<file path="config.mk">
export PLATFORM = sky130hd
export DESIGN_NAME = sccb_arbiter
export DESIGN_NICKNAME = d
export VERILOG_FILES = /design/src/rtl/sccb_arb_pkg.sv /design/src/rtl/sccb_rr_pick.sv /design/src/rtl/sccb_arbiter.sv
export SDC_FILE = /design/constraint.sdc
export NUM_CORES = 1
export LEC_CHECK = 0
export ABC_AREA = 0
export BUFFER_PORTS_ARGS = -buffer_cell sky130_fd_sc_hd__buf_2
export CORE_UTILIZATION = 48
export CTS_BUF_LIST = sky130_fd_sc_hd__clkbuf_16
export DETAILED_ROUTE_END_ITERATION = 16
export GPL_ROUTABILITY_DRIVEN = 0
export PLACE_DENSITY = 0.76
export REMOVE_ABC_BUFFERS = 1
export SLEW_MARGIN = 10
export SYNTH_ARGS = -nofsm -noshare
export SYNTH_HDL_FRONTEND = slang
export SYNTH_SLANG_ARGS = --single-unit
</file>
<file path="constraint.sdc">
create_clock -name clk_800KHz -period 2.1 [get_ports clk_800KHz]
set_input_delay 0.42 -clock clk_800KHz [delete_from_list [all_inputs] [get_ports clk_800KHz]]
set_output_delay 0.42 -clock clk_800KHz [all_outputs]
set_load 0.1 [all_outputs]
</file>
<file path="src/rtl/sccb_arb_pkg.sv">
// Shared types and defaults for the SCCB write-master arbiter.
package sccb_arb_pkg;

  localparam int unsigned MAX_REQ       = 4;
  localparam int unsigned IDX_W         = 2;
  localparam int unsigned DEF_MAX_RETRY = 3;
  localparam int unsigned DEF_GAP       = 8;
  localparam int unsigned DEF_TIMEOUT   = 2047;

  typedef enum logic [2:0] {
    ST_IDLE,
    ST_WAIT_BUSY,
    ST_WAIT_DONE,
    ST_GAP_WAIT,
    ST_RESP
  } state_e;

  function automatic logic [MAX_REQ-1:0] idx_onehot(input logic [IDX_W-1:0] idx);
    logic [MAX_REQ-1:0] oh;
    oh      = '0;
    oh[idx] = 1'b1;
    return oh;
  endfunction

endpackage

</file>
<file path="src/rtl/sccb_rr_pick.sv">
// Round-robin picker: first eligible index strictly after ptr_i, wrapping.
module sccb_rr_pick
  import sccb_arb_pkg::*;
#(
  parameter int unsigned N_REQ = 2
) (
  input  logic [N_REQ-1:0] elig_i,
  input  logic [IDX_W-1:0] ptr_i,
  output logic             valid_o,
  output logic [IDX_W-1:0] idx_o
);

  logic [2:0]       sh;
  logic [N_REQ-1:0] rot;
  logic [2:0]       sum;

  // rot[j] is the requester sitting j+1 places after the pointer
  assign sh  = 3'(ptr_i) + 3'd1;
  assign rot = N_REQ'({elig_i, elig_i} >> sh);

  always_comb begin
    valid_o = 1'b0;
    idx_o   = '0;
    sum     = '0;
    for (int j = 0; j < int'(N_REQ); j++) begin
      if (rot[j] && !valid_o) begin
        valid_o = 1'b1;
        sum     = sh + 3'(j);
        if (sum >= 3'(N_REQ)) begin
          sum = sum - 3'(N_REQ);
        end
        idx_o = IDX_W'(sum);
      end
    end
  end

endmodule

</file>
<file path="src/rtl/sccb_arbiter.sv">
// Arbitrates N_REQ register-write requesters onto one OV7670 SCCB write master,
// with exclusive init mode, NACK retry after a gap and per-phase timeouts.
module sccb_arbiter
  import sccb_arb_pkg::*;
#(
  parameter int unsigned N_REQ     = 2,
  parameter int unsigned MAX_RETRY = DEF_MAX_RETRY,
  parameter int unsigned GAP       = DEF_GAP,
  parameter int unsigned TIMEOUT   = DEF_TIMEOUT
) (
  input  logic               clk_800KHz,
  input  logic               rst_n,
  input  logic               excl,
  input  logic [N_REQ-1:0]   req,
  input  logic [8*N_REQ-1:0] req_addr,
  input  logic [8*N_REQ-1:0] req_data,
  output logic [N_REQ-1:0]   gnt,
  output logic [N_REQ-1:0]   done,
  output logic [N_REQ-1:0]   err,
  output logic [7:0]         sccb_addr,
  output logic [7:0]         sccb_data,
  output logic               sccb_en,
  input  logic               sccb_ready,
  input  logic               sccb_busy,
  input  logic               sccb_ack,
  output logic               arb_busy
);

  localparam int unsigned TW = $clog2(TIMEOUT + 1);

  state_e             state_q, state_d;
  logic [IDX_W-1:0]   ptr_q, ptr_d;
  logic [IDX_W-1:0]   idx_q, idx_d;
  logic [1:0]         retry_q, retry_d;
  logic [TW-1:0]      timer_q, timer_d;
  logic [N_REQ-1:0]   gnt_q, gnt_d;
  logic [N_REQ-1:0]   done_q, done_d;
  logic [N_REQ-1:0]   err_q, err_d;
  logic [7:0]         addr_q, addr_d;
  logic [7:0]         data_q, data_d;
  logic               en_q, en_d;
  logic               busy_q, busy_d;

  logic [N_REQ-1:0]   elig;
  logic               pick_valid;
  logic [IDX_W-1:0]   pick_idx;
  logic               launch, timer_to, gap_end, xfer_end, retry_ok;
  logic               finish, fail;
  logic [N_REQ-1:0]   owner_oh;

  // Exclusive mode masks every requester except the init sequencer
  assign elig     = excl ? (req & N_REQ'(1)) : req;
  assign launch   = pick_valid & sccb_ready;
  assign timer_to = (timer_q == TW'(TIMEOUT));
  assign gap_end  = (timer_q == TW'(GAP - 1));
  assign xfer_end = ~sccb_busy & sccb_ready;
  assign retry_ok = (retry_q < 2'(MAX_RETRY));
  assign owner_oh = N_REQ'(idx_onehot(idx_q));

  sccb_rr_pick #(.N_REQ(N_REQ)) u_pick (
    .elig_i  (elig),
    .ptr_i   (ptr_q),
    .valid_o (pick_valid),
    .idx_o   (pick_idx)
  );

  always_ff @(posedge clk_800KHz or negedge rst_n) begin
    if (!rst_n) begin
      state_q <= ST_IDLE;
      ptr_q   <= '0;
      idx_q   <= '0;
      retry_q <= '0;
      timer_q <= '0;
      gnt_q   <= '0;
      done_q  <= '0;
      err_q   <= '0;
      addr_q  <= '0;
      data_q  <= '0;
      en_q    <= 1'b0;
      busy_q  <= 1'b0;
    end else begin
      state_q <= state_d;
      ptr_q   <= ptr_d;
      idx_q   <= idx_d;
      retry_q <= retry_d;
      timer_q <= timer_d;
      gnt_q   <= gnt_d;
      done_q  <= done_d;
      err_q   <= err_d;
      addr_q  <= addr_d;
      data_q  <= data_d;
      en_q    <= en_d;
      busy_q  <= busy_d;
    end
  end

  always_comb begin
    state_d = state_q;
    unique case (state_q)
      ST_IDLE: begin
        if (launch) state_d = ST_WAIT_BUSY;
      end
      ST_WAIT_BUSY: begin
        if (sccb_busy)     state_d = ST_WAIT_DONE;
        else if (timer_to) state_d = ST_RESP;
      end
      ST_WAIT_DONE: begin
        if (xfer_end)      state_d = (!sccb_ack && retry_ok) ? ST_GAP_WAIT : ST_RESP;
        else if (timer_to) state_d = ST_RESP;
      end
      ST_GAP_WAIT: begin
        if (gap_end) state_d = ST_WAIT_BUSY;
      end
      ST_RESP: state_d = ST_IDLE;
      default: state_d = ST_IDLE;
    endcase
  end

  always_comb begin
    ptr_d   = ptr_q;
    idx_d   = idx_q;
    retry_d = retry_q;
    timer_d = timer_q;
    gnt_d   = gnt_q;
    done_d  = '0;
    err_d   = '0;
    addr_d  = addr_q;
    data_d  = data_q;
    en_d    = en_q;
    finish  = 1'b0;
    fail    = 1'b0;

    unique case (state_q)
      ST_IDLE: begin
        if (launch) begin
          gnt_d   = N_REQ'(idx_onehot(pick_idx));
          ptr_d   = pick_idx;
          idx_d   = pick_idx;
          retry_d = '0;
          timer_d = '0;
          en_d    = 1'b1;
          for (int i = 0; i < int'(N_REQ); i++) begin
            if (pick_idx == IDX_W'(i)) begin
              addr_d = req_addr[8*i +: 8];
              data_d = req_data[8*i +: 8];
            end
          end
        end
      end
      ST_WAIT_BUSY: begin
        if (sccb_busy) begin
          en_d    = 1'b0;
          timer_d = '0;
        end else if (timer_to) begin
          finish = 1'b1;
          fail   = 1'b1;
        end else begin
          timer_d = timer_q + TW'(1);
        end
      end
      ST_WAIT_DONE: begin
        if (xfer_end) begin
          if (sccb_ack) begin
            finish = 1'b1;
          end else if (retry_ok) begin
            retry_d = retry_q + 2'd1;
            timer_d = '0;
          end else begin
            finish = 1'b1;
            fail   = 1'b1;
          end
        end else if (timer_to) begin
          finish = 1'b1;
          fail   = 1'b1;
        end else begin
          timer_d = timer_q + TW'(1);
        end
      end
      ST_GAP_WAIT: begin
        // Timer doubles as the gap counter; retry reuses the latched operands
        if (gap_end) begin
          en_d    = 1'b1;
          timer_d = '0;
        end else begin
          timer_d = timer_q + TW'(1);
        end
      end
      default: ;
    endcase

    if (finish) begin
      done_d = owner_oh;
      err_d  = fail ? owner_oh : '0;
      gnt_d  = '0;
      en_d   = 1'b0;
    end
  end

  assign busy_d    = (state_d != ST_IDLE);

  assign gnt       = gnt_q;
  assign done      = done_q;
  assign err       = err_q;
  assign sccb_addr = addr_q;
  assign sccb_data = data_q;
  assign sccb_en   = en_q;
  assign arb_busy  = busy_q;

endmodule

</file>
Word-level counts from Yosys, hierarchy flattened
Index checks and enable logic that the tools add are counted.

Output and inout port bits: 24. Flip-flop bits (word level): 42. Input port bits: 40.

Magnitude comparators: 7. Add/subtract/negate cells: 6. Reductions and logical operators: 21. Mux-type cells: 55. Equality and inequality tests: 15. Shift-type cells: 1. Bitwise operators: 3.

Operators by type and width (count): two-way mux 11 bit (7); case mux 11 bit (4 select lines) (1); two-way mux 8 bit (4); two-way mux 2 bit (15); two-way mux 3 bit (6); two-way mux 1 bit (15); != test 3 bit (second input constant) (5); case mux 3 bit (4 select lines) (1); adder 11 x 1 -> 11 bit (second input constant) (1); == test 11 bit (second input constant) (1); == test 11 x 3 -> 1 bit (second input constant) (1); != test 2 bit (second input constant) (4); AND reduction 4 bit (2); nonzero test 2 bit (4); nonzero test 4 bit (2); == test 3 x 2 -> 1 bit (second input constant) (2); greater-or-equal comparator 3 x 2 -> 1 bit (second input constant) (2); < comparator 2 x 3 -> 1 bit (second input constant) (2); AND reduction 5 bit (1); demux 1 bit (select 2 bit) (2); greater-or-equal comparator 2 x 1 -> 1 bit (second input constant) (2); logical AND 1 bit (4); case mux 1 bit (2 select lines) (2); case mux 2 bit (2 select lines) (1); 17 further kinds (21).

Depth between registers and ports, before layout
Gate-level depths: netlist (run 1).

Depth in word-level cells: 13. Mapped depth: 9.

By module
Synthesis (run 1) repeated with hierarchy kept, for this count alone.

Cells, all modules: 237. Area, all modules: 2264.7 um^2.

Modules (own cells, without submodules): sccb_arbiter (cells each 224, area an instance 2163.3 um^2, times used 1, sequential area each 1051.0 um^2); sccb_rr_pick (cells each 13, area an instance 101.3 um^2, times used 1, sequential area each 0.0 um^2).

Worst setup path after synthesis (run 1)
Ideal clock, no wire load.

Path kind: reg2reg. Start point: register idx_q[0] (netlist name). End point: register addr_q[0], in the netlist sccb_addr[0]. Cell stages (with the launch flop): 10. Required time: 2.018 ns. Path slack: -0.163 ns. Library setup time: 0.082 ns. Arrival: 2.182 ns. Period minus slack after synthesis: 2.263 ns. Path buffers: 2. Path through: dfrtp_1 inv_1 ha_1 or4b_4 a21oi_2 o21ai_2 and2_4 buf_6 buf_12 a31oi_4.

RTL lines: to (signal assigned) (RTL line sccb_arbiter.sv:90) `addr_q <= addr_d;`; to (decl) (RTL line sccb_arbiter.sv:39) `logic [7:0] addr_q, addr_d;`.

==> results, run 1 <==
- The final net count is 402.
- Among all flip-flop cells after synthesis, the most frequent one is sky130_fd_sc_hd__dfrtp_1.
- The tool flagged a number of max-cap violations equal to 0.
- The total global routing overflow is 0.
- The post-route worst hold slack is between 0.15 and 0.2 ns.
- The standby leakage power is 1.54 nW.
- The area of the placeable core is 4880 sq um.
- The critical path startpoint category is a register.
- From bottom edge to top edge, the die measures ~74 um.
- The internal portion of the total power is around 0.0027 W.
- For this run, asynchronously set or reset flops after synthesis account for 100%.
- The largest clock skew in the final design is 0.00480 ns.
- Setup repair after global routing could not meet its margin everywhere.
- The number of endpoints with negative hold slack in the final report is 0.
- At the pin with the least slew margin, the transition time is 0.683 ns.
- Yosys mapped a number of flops with a built-in enable equal to 0.
- The combined flip-flop and latch cell area is 1050 sq um.
- STA puts the critical path data required time at 2.26 ns.
- By instance count, the leading cell after synthesis is sky130_fd_sc_hd__nand2_1.
- The initial antenna violation count was 0.
- The final antenna diode count is 0.
- The endpoint of the worst register-to-register path is sccb_addr[2].
- The worst-case IR drop observed on VDD is 0.000898 V.
- The minimum setup slack in the final design is -0.0181 ns.
- The clock reaches the later pin of the worst-skew pair after 0.28 ns.
- The filler cell count is 391.
- The final wirelength is 6860 um.
- The setup TNS after final layout is -0.0181 ns.
- The total placed instance area is 3060 sq um.
- Sorting the synthesized cells by area gives the leading types as sky130_fd_sc_hd__dfrtp_1 (42%), sky130_fd_sc_hd__a31oi_4 (8.5%), sky130_fd_sc_hd__nand2_1 (6.9%).
- For this run, design rule violations remaining after detail routing come to 0.
- Relative to the synthesized area, the layout overhead comes to 34.7%.
- During synthesis, Yosys emitted a total of 0 warnings.
- The maximum clock frequency is 0.472 GHz.
- The first detailed-routing pass ran for 7 iterations.
- The max-slew headroom at the worst pin is 54.1%.
- After detailed routing, the number of vias per cell comes to 5.68.
- The floorplan step set the die width to between 70 and 80 um.
- The via count of the routed design is 2407.
- The number of different library cells used by synthesis comes to 50.
- TritonCTS built the clock tree.
- The number of clock buffers inserted by TritonCTS is 5.
- The final count of pins violating max slew is 0.
- The slack of the worst reg-to-reg path is -0.02 ns.
- The longest clock path from root to sink contains 2 buffers.
- Of all nets on the critical path, the largest fanout is 7.
- The average instance in the mapped netlist occupies 9.54 sq um.
- The data arrival time of the critical path is 2.27 ns.
- The worst setup path category is reg2reg.
- In this run the biggest area consumer among cell types represents 41.9% of the synthesized area.
- In the global route stage, overall resource usage came out at ~24%.
- The number of DRC markers after the initial detailed-route iteration is between 150 and 200.
- The final reports fail on setup timing.
- Combinational logic burns 62.7% of the power.
- The cell area after synthesis is 2510 sq um.
- Once detailed placement completed, the half-perimeter wirelength came to ~4500 um.
- The first global-routing pass estimated approximately 10000 um of wire.
- The via count of the first global-routing pass is 2233.
- Sequential cells burn around 23% of the power.
- The number of clock sinks seen by CTS is 42.
- The share of synthesized area occupied by flip-flops and latches is about two fifths.
- The detail-routed net length per standard cell is between 15 and 20 um.
- Of the cells placed in the final design, the portion with a size suffix greater than 1 is 38.7%.
- The run finished, with violations left.
- The detail route stage leaves a number of antenna-violating nets equal to 0.
- The final cycle utilization of the critical path is 101%.
- The net switching component of the power is 0.00307 W.
- The worst register-to-register path has a depth of 8.
- The number of synthesized register bits is 42.
- Dividing total power by cell area gives a power density of around 1700 nW/um^2.
- The fraction of power spent switching nets is roughly 53%.
- STA classifies the critical path endpoint as a register.
- The startpoint identified for the worst register-to-register timing path is idx_q[1].
- The type of the worst min-delay path is in2async.
- The number of hold-repair buffers added at the cts stage is 0.
- Of all cell types, the one taking the most synthesized area is sky130_fd_sc_hd__dfrtp_1.
- The H-tree was split into 2 levels.
- The initial core utilization is 51.4%.
- Setup violations remaining at the end of the flow were counted as 1.
- The post-layout minimum cycle time is roughly 2.1 ns.
- During placement, the flow inserted port buffers numbering 63.
- The die covers 5520 sq um.
- Synthesis produced 263 cells.
- The initialized floorplan defines 25 standard-cell rows.
- The multi-input combinational cell area is ~1500 sq um.
- The clock tree root buffer cell is sky130_fd_sc_hd__clkbuf_16.
- During I/O placement, the number of pins put on the boundary was 64.
- After clock tree synthesis, the clock-pin slew on the worst setup and hold paths is 0.06 ns.
- After synthesis, the most frequently instantiated cells are sky130_fd_sc_hd__nand2_1 (46), sky130_fd_sc_hd__dfrtp_1 (42), sky130_fd_sc_hd__a21oi_1 (25).
- The final design area excluding fillers is 3380 sq um.
- The clock network accounts for 14.9% of the total power.
- The pin count of the biggest net entering global routing is 43.
## logic make-up (layout without fill, tap and decap cells)
logic type      after synthesis  count (layout)  share of synthesized area [%]
compound gates               88              89                           29.6
fa+ha+maj                     6               6                           2.99
buf+inv                      21             113                           4.29
flops                        42              42                           41.9
mux                           1               1                          0.399
simple gates                105             106                           20.8
## layout make-up
| type | instances | share of cell area (%) |
|---|---|---|
| inverter | 11 | 1.22 |
| clock buffer | 5 | 3.70 |
| timing repair buffer | 94 | 17.2 |
| tap | 67 | 2.48 |
| sequential | 42 | 31.1 |
| multi-input combinational | 202 | 43.1 |
| clock inverter | 3 | 1.22 |
## worst max path at each step
| stage | startpoint | to | slack, ns | cells past startpoint |
|---|---|---|---|---|
| 2_1_floorplan | idx_q[0] | sccb_data[0] | -0.11 | 7 |
| 4_1_cts | idx_q[0] | sccb_addr[0] | -0.002 | 8 |
| 5_1_grt | idx_q[1] | sccb_addr[2] | -0.07 | 8 |
| 6_report | idx_q[1] | sccb_addr[2] | -0.02 | 8 |
| 3_3_place_gp | idx_q[0] | sccb_addr[5] | -0.02 | 8 |
| 3_5_place_dp | idx_q[0] | sccb_addr[4] | -0.12 | 8 |
## sequential cells by signal, summed over array words and instances, names as in the netlist
| signal | flops |
|---|---|
| err | 2 |
| retry_q | 2 |
| done | 2 |
| state_q | 3 |
| idx_q | 2 |
| arb_busy | 1 |
| sccb_en | 1 |
| sccb_addr | 8 |
| timer_q | 11 |
| sccb_data | 8 |
| gnt | 2 |
## critical path, stage by stage (launching register included)
cell	delay, ns
sky130_fd_sc_hd__dfrtp_1	0.39
sky130_fd_sc_hd__inv_2	0.08
sky130_fd_sc_hd__ha_4	0.20
sky130_fd_sc_hd__or4b_4	0.52
sky130_fd_sc_hd__a21oi_4	0.22
sky130_fd_sc_hd__o21ai_4	0.15
sky130_fd_sc_hd__clkbuf_16	0.22
sky130_fd_sc_hd__a21oi_4	0.18
sky130_fd_sc_hd__a31oi_4	0.04
## cells in the final DEF, fill, tap and decap left out, drive strengths merged, types with 2 or more instances in the layout
cell	instances
a211oi	5
a21o	2
a21oi	27
a22o	3
a22oi	2
a31o	2
a31oi	21
a32oi	5
and2	5
and3	6
buf	93
clkbuf	6
dfrtp	42
ha	6
inv	11
nand2	46
nand2b	3
nand3	8
nor2	16
nor2b	6
nor3	5
nor4b	2
o21ai	13
o31ai	2
or3	2
## metrics by stage
step           total power [W]  std cells  util (%)  setup slack [ns]
2_1_floorplan          0.00383        253         -            -0.111
3_3_place_gp           0.00461        411      62.8           -0.0159
5_1_grt                0.00606        424      69.3           -0.0732
4_1_cts                0.00560        420      67.1          -0.00195
6_report               0.00577        424      69.3           -0.0181
3_5_place_dp           0.00468        411      62.8            -0.121
## per-layer routing
metal	track usage (%)	vias to the layer above	part of all wire (%)
met5	0	-	0
met4	4.61	0	0.95
met3	3.66	8	3.7
met2	40.6	66	52
met1	34.2	1185	44
li1	-	1148	-
## power groups by stage
stage / logic (W) / clock network [W] / registers (W)
final: 0.00361 / 0.000856 / 0.00130
after global placement: 0.00334 / 0 / 0.00127
after floorplan: 0.00113 / 0 / 0.00270
after CTS: 0.00346 / 0.000870 / 0.00128
after detailed placement: 0.00340 / 0 / 0.00128
after global routing: 0.00382 / 0.000906 / 0.00133
## repair_timing
action	CTS	global route
buffers inserted	0	2
gates cloned	1	2
pin swaps	2	5
endpoints found under the setup margin	17	30
resized for setup	8	11
Power figures use the tool's default switching activity.
==> run 2, diff against run 1 <==
--- a/config.mk
+++ b/config.mk
@@ -5,7 +5,6 @@
 export SDC_FILE = /design/constraint.sdc
 export NUM_CORES = 1
 export LEC_CHECK = 0
-export ABC_AREA = 0
 export BUFFER_PORTS_ARGS = -buffer_cell sky130_fd_sc_hd__buf_2
 export CORE_UTILIZATION = 48
 export CTS_BUF_LIST = sky130_fd_sc_hd__clkbuf_16
==> constraint.sdc (replaced) <==
create_clock -name clk_800KHz -period 1.83 [get_ports clk_800KHz]
set_input_delay 0.366 -clock clk_800KHz [delete_from_list [all_inputs] [get_ports clk_800KHz]]
set_output_delay 0.366 -clock clk_800KHz [all_outputs]
set_load 0.1 [all_outputs]
==> run 2 against run 1 <==
Effect of this change: the flow still finishes with violations (setup timing); register-to-register slack worse by 0.22 ns; sequential power grew 16%; combinational power is 28% higher; non-clock buffer count increased by 25; global-route usage up 2.1 points.
==> results, run 2 (same netlist as run 1, synthesis figures left out) <==
- The post-detailed-route DRC marker count is 0 (unchanged).
- The clock slew seen by the registers of the worst setup and hold paths is 0.06 ns (about the same).
- The clock tree from TritonCTS is built (unchanged).
- The area of the placeable core is 4880 sq um (unchanged).
- The maximum net fanout on the critical path came to 8 (was 7).
- The number of DRC markers after the initial detailed-route iteration came to 157 (was 161).
- The endpoint of the worst register-to-register path is sccb_data[6] (was sccb_addr[2]).
- The post-route worst hold slack was 0.131 ns (was 0.198 ns).
- The detail-routed via count per cell is 5.59 (was 5.68).
- The total global routing track utilization is 26.5% (was 24.4%).
- The start point of the critical path was idx_q[1] (unchanged).
- The chip width came to 74.3 um (unchanged).
- The logic depth of the worst register-to-register path is 8 (unchanged).
- The number of endpoints with negative hold slack in the final report came to 0 (unchanged).
- The total global routing overflow was 0 (unchanged).
- The initial core utilization is 51.4% (unchanged).
- The worst voltage drop across the vdd grid is 0.00105 V (was 0.000898 V).
- The final wirelength is 7290 um (was 6860 um).
- The layout cell share with drive strength beyond 1 is 49.3% (was 38.7%).
- The type of the worst min-delay path is in2async (unchanged).
- The slack of the worst reg-to-reg path is -0.24 ns (was -0.02 ns).
- The height of the chip is 74.3 um (unchanged).
- The worst setup path category is reg2reg (unchanged).
- The largest incremental delay on the critical path is 0.52 ns (about the same).
- The number of clock sinks seen by CTS is 42 (unchanged).
- The detail-routed net length per standard cell was 16.2 um (about the same).
- The critical path data required time is 1.98 ns (was 2.26 ns).
- The via count of the first global-routing pass came to 2466 (was 2233).
- The number of H-tree branching levels is 2 (unchanged).
- The clock tree root buffer cell was sky130_fd_sc_hd__clkbuf_16 (unchanged).
- The post-layout total power is 0.00715 W (was 0.00577 W).
- The clock latency of the later-clocked register in the worst-skew pair is 0.28 ns (about the same).
- The data arrival time of the critical path was 2.22 ns (was 2.27 ns).
- The final antenna diode count is 0 (unchanged).
- The pin count of the biggest net entering global routing is 43 (unchanged).
- The HPWL after detailed placement came to 4700 um (was 4530 um).
- The sum of buffers and inverters on the critical path is 2 (unchanged).
- The total setup violations reported at the end of the flow is 20 (was 1).
- The most frequent standard cell in the layout excluding fill and tap cells is sky130_fd_sc_hd__buf_2 (unchanged).
- The global-route wire length before repair was 11200 um (was 10400 um).
- The final count of pins violating max slew is 0 (unchanged).
- The largest clock skew in the final design was 0.00263 ns (was 0.00480 ns).
- The number of placed I/O pins came to 64 (unchanged).
- The end point of the critical path was sccb_data[6] (was sccb_addr[2]).
- The minimum setup slack after placement was -0.341 ns (was -0.121 ns).
- The clock network power share is 14.2% (was 14.9%).
- The fraction of power spent switching nets is 52.4% (was 53.2%).
- The number of cells on the critical path was 8 (unchanged).
- The part of the power in combinational logic is 64.7% (was 62.7%).
- The type of destination of the critical path is a register (unchanged).
- The initial antenna violation count is 0 (unchanged).
- The area of the die was 5520 sq um (unchanged).
- The worst flop-to-flop path startpoint is idx_q[1] (unchanged).
- The final net count is 428 (was 402).
- Cell chain of the critical path: inv_2 -> ha_4 -> or4b_4 -> a21oi_4 -> o21ai_4 -> buf_12 -> a21oi_2 -> a31oi_1 (was inv_2 -> ha_4 -> or4b_4 -> a21oi_4 -> o21ai_4 -> clkbuf_16 -> a21oi_4 -> a31oi_4).
- The standby leakage power is 1.69 nW (was 1.54 nW).
- The power density over the cells came to 1910 nW/um^2 (was 1710 nW/um^2).
- The number of iterations in the first detailed-routing pass was 4 (was 7).
- The max-slew headroom at the worst pin came to 60.0% (was 54.1%).
- The flip-flop count of the largest register, all copies and words added is 11 (unchanged).
- The cell family contributing the most delay on the critical path is compound AO/OA/AOI/OAI gates (unchanged).
- The via count of the routed design is 2515 (was 2407).
- The critical path startpoint category is a register (unchanged).
- The minimum setup slack in the final design is -0.241 ns (was -0.0181 ns).
- The post-layout minimum cycle time is 2.07 ns (was 2.12 ns).
- The area growth from synthesis to layout is 49.3% (was 34.7%).
- Result of the run: finished with violations (unchanged).
- The critical-path cell with the highest stage delay is sky130_fd_sc_hd__or4b_4 (unchanged).
- The maximum clock frequency is 0.483 GHz (was 0.472 GHz).
- The number of I/O port buffers is 63 (unchanged).
- The actual transition at the worst max-transition pin was 0.596 ns (was 0.683 ns).
- RSZ-0062 raised after global routing: yes (unchanged).
- Leading cell types in the layout, fill and taps excluded: sky130_fd_sc_hd__buf_2 (63), sky130_fd_sc_hd__buf_4 (50), sky130_fd_sc_hd__nand2_1 (46) (was sky130_fd_sc_hd__buf_2 (63), sky130_fd_sc_hd__nand2_1 (46), sky130_fd_sc_hd__dfrtp_1 (42)).
- The number of max-cap violations is 0 (unchanged).
- Violated checks: setup timing (unchanged).
- The portion of total power attributed to sequential cells is 21.1% (was 22.5%).
- The largest buffer count on any clock path came to 2 (unchanged).
- The number of clock buffers inserted by TritonCTS is 5 (unchanged).
- The count of standard-cell rows is 25 (unchanged).
- The remaining antenna violation count came to 0 (unchanged).
- The internal power came to 0.00341 W (was 0.00270 W).
- The largest register by flop count is timer_q (unchanged).
- The net switching component of the power is 0.00374 W (was 0.00307 W).
- The final cycle utilization of the critical path is 113% (was 101%).
-- run 2: what timing repair did --
action                     4_1_cts  5_1_grt
hold buffers                     0        0
gates resized for setup         28       28
setup buffers                    3        2
pin swaps                       11        9
setup endpoints to repair       31       36
gates cloned                     2        2
-- run 2: how the worst min path moves through the flow --
stage	start	to	slack (ns)	depth (start not counted)
CTS	rst_n	sccb_data[4]	0.17	2
floorplan	rst_n	arb_busy	0.07	0
detailed placement	rst_n	timer_q[9]	0.47	2
global placement	rst_n	timer_q[8]	0.47	2
finish	rst_n	timer_q[9]	0.13	2
global route	rst_n	gnt[1]	0.21	2
-- run 2: layout make-up --
cell class                      count  area [sq um]
Clock buffer                        5           125
Clock inverter                      3          43.8
Fill cell                         328          1130
Inverter                           11          41.3
Multi-Input combinational cell    203          1620
Sequential cell                    42          1050
Tap cell                           67          83.8
Timing Repair Buffer              119           785
-- run 2: per-layer routing --
metal	GRT usage [%]	vias to the layer above	routed length (um)
met5	0	-	0
met2	44.1	68	3750
met1	34.9	1229	3130
met3	4.61	17	257
li1	-	1201	-
met4	9.22	0	153
-- run 2: power groups by stage --
stage | logic [W] | registers, W | clock network (W)
final | 0.00462 | 0.00151 | 0.00102
after global routing | 0.00486 | 0.00154 | 0.00107
after CTS | 0.00436 | 0.00148 | 0.00102
after detailed placement | 0.00409 | 0.00146 | 0
after global placement | 0.00401 | 0.00145 | 0
after floorplan | 0.00130 | 0.00310 | 0
-- run 2: stage by stage --
step | instance area, sq um | utilization (%) | std cells | TNS, ns
final | 3750 | 76.8 | 450 | -3.57
after global routing | 3750 | 76.8 | 450 | -4.74
after CTS | 3580 | 73.4 | 446 | -3.01
after detailed placement | 3230 | 66.2 | 433 | -5.71
after global placement | 3230 | 66.2 | 433 | -4.93
after floorplan | 2440 | - | 253 | -7.05
